[src/rtl/tx_pulse_array_if.sv]
// Bundle of sequencer-side signals for the transducer pulse array.
//   master : sequencer side (drives timebase, command and configuration writes)
//   slave  : pulse array side (drives per-channel outputs and status)
// Signals:
//   cntr          free-running 32-bit timebase
//   cmd           00 wait_cmd, 01 arm, 10 fire_pulse, 11 reset_module
//   cfg_we/cfg_ch/cfg_delay/cfg_charge   shadow-configuration write port
//   txOutputState per-channel transducer drive
//   isActive      any channel waiting or on
//   allDone       every channel finished its pulse
//   errorFlag     sticky per-channel safety trips
interface tx_pulse_array_if #(
    parameter int unsigned NCH      = 8,
    parameter int unsigned DELAY_W  = 16,
    parameter int unsigned CHARGE_W = 9,
    parameter int unsigned CH_W     = (NCH > 1) ? $clog2(NCH) : 1
) ();
    logic [31:0]         cntr;
    logic [1:0]          cmd;
    logic                cfg_we;
    logic [CH_W-1:0]     cfg_ch;
    logic [DELAY_W-1:0]  cfg_delay;
    logic [CHARGE_W-1:0] cfg_charge;
    logic [NCH-1:0]      txOutputState;
    logic                isActive;
    logic                allDone;
    logic [NCH-1:0]      errorFlag;

    modport master (
        output cntr, cmd, cfg_we, cfg_ch, cfg_delay, cfg_charge,
        input  txOutputState, isActive, allDone, errorFlag
    );

    modport slave (
        input  cntr, cmd, cfg_we, cfg_ch, cfg_delay, cfg_charge,
        output txOutputState, isActive, allDone, errorFlag
    );
endinterface

[src/rtl/tx_pulse_array.sv]
// Multi-channel transmit pulse generator. Each channel holds a shadow {delay, charge}
// configuration, captures it into an active pair on arm, and on fire drives one pulse
// from cntr==delay until cntr>=delay+charge, cut short by an on-time safety limit.
// Ports:
//   clk  rising-edge clock
//   rst  asynchronous active-high reset
//   bus  tx_pulse_array_if.slave (timebase, command, config writes, outputs, status)
module tx_pulse_array #(
    parameter int unsigned NCH      = 8,
    parameter int unsigned DELAY_W  = 16,
    parameter int unsigned CHARGE_W = 9,
    parameter int unsigned SAFETY_W = 10
) (
    input logic             clk,
    input logic             rst,
    tx_pulse_array_if.slave bus
);
    localparam int unsigned CH_W = (NCH > 1) ? $clog2(NCH) : 1;

    localparam logic [2:0] StIdle  = 3'd0;
    localparam logic [2:0] StArmed = 3'd1;
    localparam logic [2:0] StWait  = 3'd2;
    localparam logic [2:0] StOn    = 3'd3;
    localparam logic [2:0] StDone  = 3'd4;

    localparam logic [1:0] CmdWait  = 2'b00;
    localparam logic [1:0] CmdArm   = 2'b01;
    localparam logic [1:0] CmdFire  = 2'b10;
    localparam logic [1:0] CmdReset = 2'b11;

    logic [NCH-1:0] tx_vec;
    logic [NCH-1:0] err_vec;
    logic [NCH-1:0] busy_d;   // channel's next state is WAIT or ON
    logic [NCH-1:0] done_d;   // channel's next state is DONE
    logic           active_q;
    logic           all_done_q;

    for (genvar i = 0; i < NCH; i++) begin : g_ch
        logic [2:0]          st_q, st_d;
        logic [SAFETY_W-1:0] on_cnt_q, on_cnt_d;
        logic [DELAY_W-1:0]  pd_q, pd_d, sh_delay_q, sh_delay_d;
        logic [CHARGE_W-1:0] ct_q, ct_d, sh_charge_q, sh_charge_d;
        logic                tx_q, tx_d, err_q, err_d;
        logic [SAFETY_W-1:0] cnt_inc;
        logic [32:0]         end_time;
        logic                trip, past_end, hit_delay, we_hit;

        // Count including the current ON cycle; its MSB marks the safety limit.
        assign cnt_inc   = on_cnt_q + SAFETY_W'(1);
        assign trip      = cnt_inc[SAFETY_W-1];
        // 33-bit sum so delay+charge can never wrap below the timebase.
        assign end_time  = 33'(pd_q) + 33'(ct_q);
        assign past_end  = {1'b0, bus.cntr} >= end_time;
        assign hit_delay = bus.cntr == 32'(pd_q);
        // Indices at or above NCH never match any channel, so they are dropped.
        assign we_hit    = bus.cfg_we && (bus.cfg_ch == CH_W'(i));

        always_comb begin
            st_d        = st_q;
            pd_d        = pd_q;
            ct_d        = ct_q;
            err_d       = err_q;
            sh_delay_d  = we_hit ? bus.cfg_delay  : sh_delay_q;
            sh_charge_d = we_hit ? bus.cfg_charge : sh_charge_q;
            unique case (bus.cmd)
                CmdWait: st_d = StIdle;
                CmdReset: begin
                    st_d  = StIdle;
                    err_d = 1'b0;
                    pd_d  = '0;
                    ct_d  = '0;
                end
                // Arm captures the shadow as it was before any same-cycle write.
                CmdArm: begin
                    st_d = StArmed;
                    pd_d = sh_delay_q;
                    ct_d = sh_charge_q;
                end
                CmdFire: begin
                    case (st_q)
                        StArmed: begin
                            if (ct_q == '0)      st_d = StDone;
                            else if (pd_q == '0) st_d = StOn;
                            else                 st_d = StWait;
                        end
                        StWait: if (hit_delay) st_d = StOn;
                        StOn: begin
                            if (trip) begin
                                st_d  = StDone;
                                err_d = 1'b1;
                            end else if (past_end) begin
                                st_d = StDone;
                            end
                        end
                        default: ;
                    endcase
                end
                default: ;
            endcase
            on_cnt_d = (st_q == StOn && st_d == StOn) ? cnt_inc : '0;
            tx_d     = (st_d == StOn);
        end

        always_ff @(posedge clk or posedge rst) begin
            if (rst) begin
                st_q        <= StIdle;
                on_cnt_q    <= '0;
                pd_q        <= '0;
                ct_q        <= '0;
                sh_delay_q  <= '0;
                sh_charge_q <= '0;
                tx_q        <= 1'b0;
                err_q       <= 1'b0;
            end else begin
                st_q        <= st_d;
                on_cnt_q    <= on_cnt_d;
                pd_q        <= pd_d;
                ct_q        <= ct_d;
                sh_delay_q  <= sh_delay_d;
                sh_charge_q <= sh_charge_d;
                tx_q        <= tx_d;
                err_q       <= err_d;
            end
        end

        assign tx_vec[i]  = tx_q;
        assign err_vec[i] = err_q;
        assign busy_d[i]  = (st_d == StWait) || (st_d == StOn);
        assign done_d[i]  = (st_d == StDone);
    end

    // Status is registered from next-state so it changes on the same edge as the outputs.
    always_ff @(posedge clk or posedge rst) begin
        if (rst) begin
            active_q   <= 1'b0;
            all_done_q <= 1'b0;
        end else begin
            active_q   <= |busy_d;
            all_done_q <= &done_d;
        end
    end

    assign bus.txOutputState = tx_vec;
    assign bus.errorFlag     = err_vec;
    assign bus.isActive      = active_q;
    assign bus.allDone       = all_done_q;
endmodule

[src/flat_wrapper.sv]
// flat-port wrapper written by rule: the top's interface ports become plain ports
module tx_pulse_array_flat 
#(
    parameter int unsigned NCH      = 8,
    parameter int unsigned DELAY_W  = 16,
    parameter int unsigned CHARGE_W = 9,
    parameter int unsigned SAFETY_W = 10
)
  (clk, rst, bus_cntr, bus_cmd, bus_cfg_we, bus_cfg_ch, bus_cfg_delay, bus_cfg_charge, bus_txOutputState, bus_isActive, bus_allDone, bus_errorFlag);
  tx_pulse_array_if #(.NCH(NCH), .DELAY_W(DELAY_W), .CHARGE_W(CHARGE_W)) bus_i ();
  input logic clk;
  input logic rst;
  input wire logic [$bits(bus_i.cntr)-1:0] bus_cntr;
  input wire logic [$bits(bus_i.cmd)-1:0] bus_cmd;
  input wire logic [$bits(bus_i.cfg_we)-1:0] bus_cfg_we;
  input wire logic [$bits(bus_i.cfg_ch)-1:0] bus_cfg_ch;
  input wire logic [$bits(bus_i.cfg_delay)-1:0] bus_cfg_delay;
  input wire logic [$bits(bus_i.cfg_charge)-1:0] bus_cfg_charge;
  output wire logic [$bits(bus_i.txOutputState)-1:0] bus_txOutputState;
  output wire logic [$bits(bus_i.isActive)-1:0] bus_isActive;
  output wire logic [$bits(bus_i.allDone)-1:0] bus_allDone;
  output wire logic [$bits(bus_i.errorFlag)-1:0] bus_errorFlag;
  assign bus_i.cntr = bus_cntr;
  assign bus_i.cmd = bus_cmd;
  assign bus_i.cfg_we = bus_cfg_we;
  assign bus_i.cfg_ch = bus_cfg_ch;
  assign bus_i.cfg_delay = bus_cfg_delay;
  assign bus_i.cfg_charge = bus_cfg_charge;
  assign bus_txOutputState = bus_i.txOutputState;
  assign bus_isActive = bus_i.isActive;
  assign bus_allDone = bus_i.allDone;
  assign bus_errorFlag = bus_i.errorFlag;
  tx_pulse_array #(.NCH(NCH), .DELAY_W(DELAY_W), .CHARGE_W(CHARGE_W), .SAFETY_W(SAFETY_W)) u_core (.clk(clk), .rst(rst), .bus(bus_i));
endmodule
[config.mk]
export PLATFORM = sky130hd
export DESIGN_NAME = tx_pulse_array_flat
export DESIGN_NICKNAME = d
export VERILOG_FILES = /design/src/rtl/tx_pulse_array_if.sv /design/src/rtl/tx_pulse_array.sv /design/src/flat_wrapper.sv
export SDC_FILE = /design/constraint.sdc
export NUM_CORES = 2
export LEC_CHECK = 0
export CORE_MARGIN = 3
export CORE_UTILIZATION = 55
export DETAILED_ROUTE_END_ITERATION = 6
export GPL_TIMING_DRIVEN = 1
export HOLD_SLACK_MARGIN = 0.12
export PLACE_DENSITY = 0.76
export SYNTH_ARGS = -nofsm -noshare
export SYNTH_HDL_FRONTEND = slang
export SYNTH_SLANG_ARGS = --single-unit
[constraint.sdc]
create_clock -name clk -period 17.4 [get_ports clk]
set_clock_uncertainty 0.05 [all_clocks]
set_input_delay 3.48 -clock clk [delete_from_list [all_inputs] [get_ports clk]]
set_output_delay 3.48 -clock clk [all_outputs]
set_load 0.02 [all_outputs]
==> out/qor.yml <==
hold_viol: 0
fp.dieH_um: 238
critical_path_class: "input port to flop"
synth_top_area_share: 0.440
drv_slew: 0
postCtsSetupBuffers: 0
cts.sinks: 522
rr_startpoint: "u_core.g_ch[3].pd_q[0]"
chipWidth_um: 238
status: "finished clean"
yosys-top-cells-count: "dfrtp_1 (522), nand2_1 (493), o21ai_0 (243)"
syn_to_final_growth_pct: 11.1
fp-row-count: 84
whs_ns: 0.422
end_kind: "flop"
cts-buffers-inserted: 55
post-route-min-period_ns: 7.74
power.leakage_nw: 14.3
fillers: 4282
vias_per_cell: 6.19
synthCells: 3017
ys_seq_area_frac: 0.440
track_usage: 0.319
antenna_found_initial: 3
avgSynthCellArea_um2: 9.84
routedWlPerCell_um: 24.1
clockBufferDepth: 3
drtIter0Drc: 2337
min_from: "u_core.g_ch[2].sh_charge_q[6]"
yosys-top-cells-area: "dfrtp_1 (44%), ha_1 (9.2%), mux2_2 (7.6%)"
synthArstFlopShare: 1.00
cts_root_buffer: "clkbuf_16"
drive_gt1_frac: 0.118
io_buffer_count: 82
clk_pin_slew_ns: 0.06
tightestPinTransition_ns: 1.21
fin_crit_sh: 0.445
setup-violations-final: 0
cp_data_required_time_ns: 17.88
ys_warn_count: 0
relSlewSlack: 0.197
start_kind: "input port"
hold_path_end: "u_core.g_ch[2].ct_q[6]"
dieArea_um2: 56800
clk_latency_ns: 0.62
post_cts_resized: 0
synth_most_common_cell: "dfrtp_1"
grt_pass1_wl_mm: 138
cts_tree: "yes"
grt_max_degree: 200
initial_utilization: 0.560
syn_area_um2: 29700
cp_max_fo: 9
hold_buffers: 0
nNetsFinal: 3327
synthFlopType: "dfrtp_1"
cts-htree-levels: 2
fmax_mhz: 129
coreArea_um2: 53000
ir_drop_uv: 85.1
synth.ff_latch_count: 522
rsz0062_at_grt: "no"
grt-ovfl-total: 0
num_io_pins: 83
grt_pass1_vias: 22800
r2r_cells: 21
r2r-end: "u_core.bus.allDone"
min_path_type: "flop to flop"
drt.antenna.violating_nets: 0
synth_edf_count: 0
vias: 23300
hpwl_mm: 63.9
synth_cell_type_count: 82
synth_top_area_cell: "dfrtp_1"
powerDensity_nw_per_um2: 114
max_cap_violations: 0
min_path_cells: 2
rrSetupSlack_ns: 11.51
arrival_ns: 8.22
routabilityCongestion: 0.977
first_pass_iters: 6
finalSetupTns_ns: 0
drc: 0
wl_mm: 91.0
==> cell usage in the layout (no fill, tap or decap), drive strengths merged, types with 9 or more instances in the layout <==
cell type	synthesis	layout
ha	219	219
a21oi	110	110
nand2b	18	18
a211oi	9	9
dfrtp	522	522
xor2	93	93
nand2	493	493
buf	38	36
nor2b	21	21
mux2	200	200
a31oi	17	17
clkbuf	126	72
nand4	81	81
o21ai	246	246
or2	9	9
clkdlybuf4s50	0	82
and4	11	11
nor4	59	59
nor3	49	49
clkinv	1	16
o21bai	21	21
nor2	139	139
a21o	50	50
o31ai	10	10
and3	22	22
nand3	57	57
xnor2	206	206
and2	13	13
inv	73	77
==> flip-flops by register name, summed over array words and instances (netlist names) <==
| signal | flops |
|---|---|
| u_core.g_ch.pd_q | 128 |
| u_core.g_ch.on_cnt_q | 80 |
| u_core.g_ch.tx_q | 8 |
| u_core.g_ch.sh_charge_q | 72 |
| u_core.g_ch.st_q | 24 |
| u_core.g_ch.err_q | 8 |
| u_core.g_ch.sh_delay_q | 128 |
| u_core.bus.isActive | 1 |
| u_core.bus.allDone | 1 |
| u_core.g_ch.ct_q | 72 |
==> cells by family after synthesis <==
kind of cell / count (synthesis) / share of synthesized area
buffers and inverters: 238 / 0.0341
flip-flops: 522 / 0.440
XOR/XNOR: 299 / 0.0882
multiplexers: 201 / 0.0762
adder cells (fa/ha/maj): 227 / 0.0977
AO/OA/AOI/OAI: 523 / 0.105
other: 1 / 0.000126
AND/OR/NAND/NOR: 1006 / 0.158
==> stage by stage <==
stage	total power, mW	worst slack, ns	cell area [um^2]	util	cells
3_3_place_gp	2.45	9.42	31000	0.585	3666
2_1_floorplan	2.18	6.78	29700	-	3024
6_report	3.77	9.66	33000	0.623	3770
4_1_cts	3.76	9.96	33000	0.623	3769
3_5_place_dp	2.49	9.32	31000	0.585	3666
5_1_grt	3.94	9.69	33000	0.623	3769
==> worst max-delay path by stage <==
stage               slack (ns)                 end  cells after the start        start
detailed placement        9.32  u_core.bus.allDone                     12  bus_cntr[0]
global placement          9.42  u_core.bus.allDone                     12  bus_cntr[0]
floorplan                 6.78  u_core.bus.allDone                      1          rst
global route              9.69  u_core.bus.allDone                     12  bus_cntr[0]
finish                    9.66  u_core.bus.allDone                     12  bus_cntr[0]
CTS                       9.96  u_core.bus.allDone                     12  bus_cntr[0]
==> worst max-delay path: stages <==
cell,delay (ns)
clkdlybuf4s50_1,1.00
inv_1,0.53
ha_1,0.44
inv_1,0.03
a21oi_1,0.12
a2111oi_0,0.08
o21ai_0,0.66
a21oi_2,0.23
nor3_1,0.22
or4b_1,0.51
or4_1,0.59
nor4b_2,0.30
==> routing by layer <==
layer | GRT usage | routed length, um | vias to the layer above
met2 | 0.475 | 39300 | 983
met1 | 0.467 | 39900 | 11600
li1 | - | - | 10600
met4 | 0.111 | 3190 | 0
met3 | 0.0635 | 8480 | 163
met5 | 0 | 0 | -
==> power breakdown <==
group          internal (mW)  leakage (nW)  switching, mW  total (mW)
clock                  0.748         0.962          0.519        1.27
combinational          0.396          6.62          0.482       0.877
sequential              1.40          6.69          0.227        1.62
total                   2.54          14.3           1.23        3.77
==> cell type report <==
type / count / area [um^2] / share of cell area
Tap cell: 688 / 861 / 0.0261
Sequential cell: 522 / 13100 / 0.396
Multi-Input combinational cell: 2264 / 15700 / 0.475
Inverter: 74 / 287 / 0.00869
Clock buffer: 72 / 1530 / 0.0464
Clock inverter: 31 / 443 / 0.0134
Antenna cell: 1 / 2.50 / 0.0000759
Timing Repair Buffer: 118 / 1120 / 0.0338
Note: power is estimated with default switching activity, not from simulation.
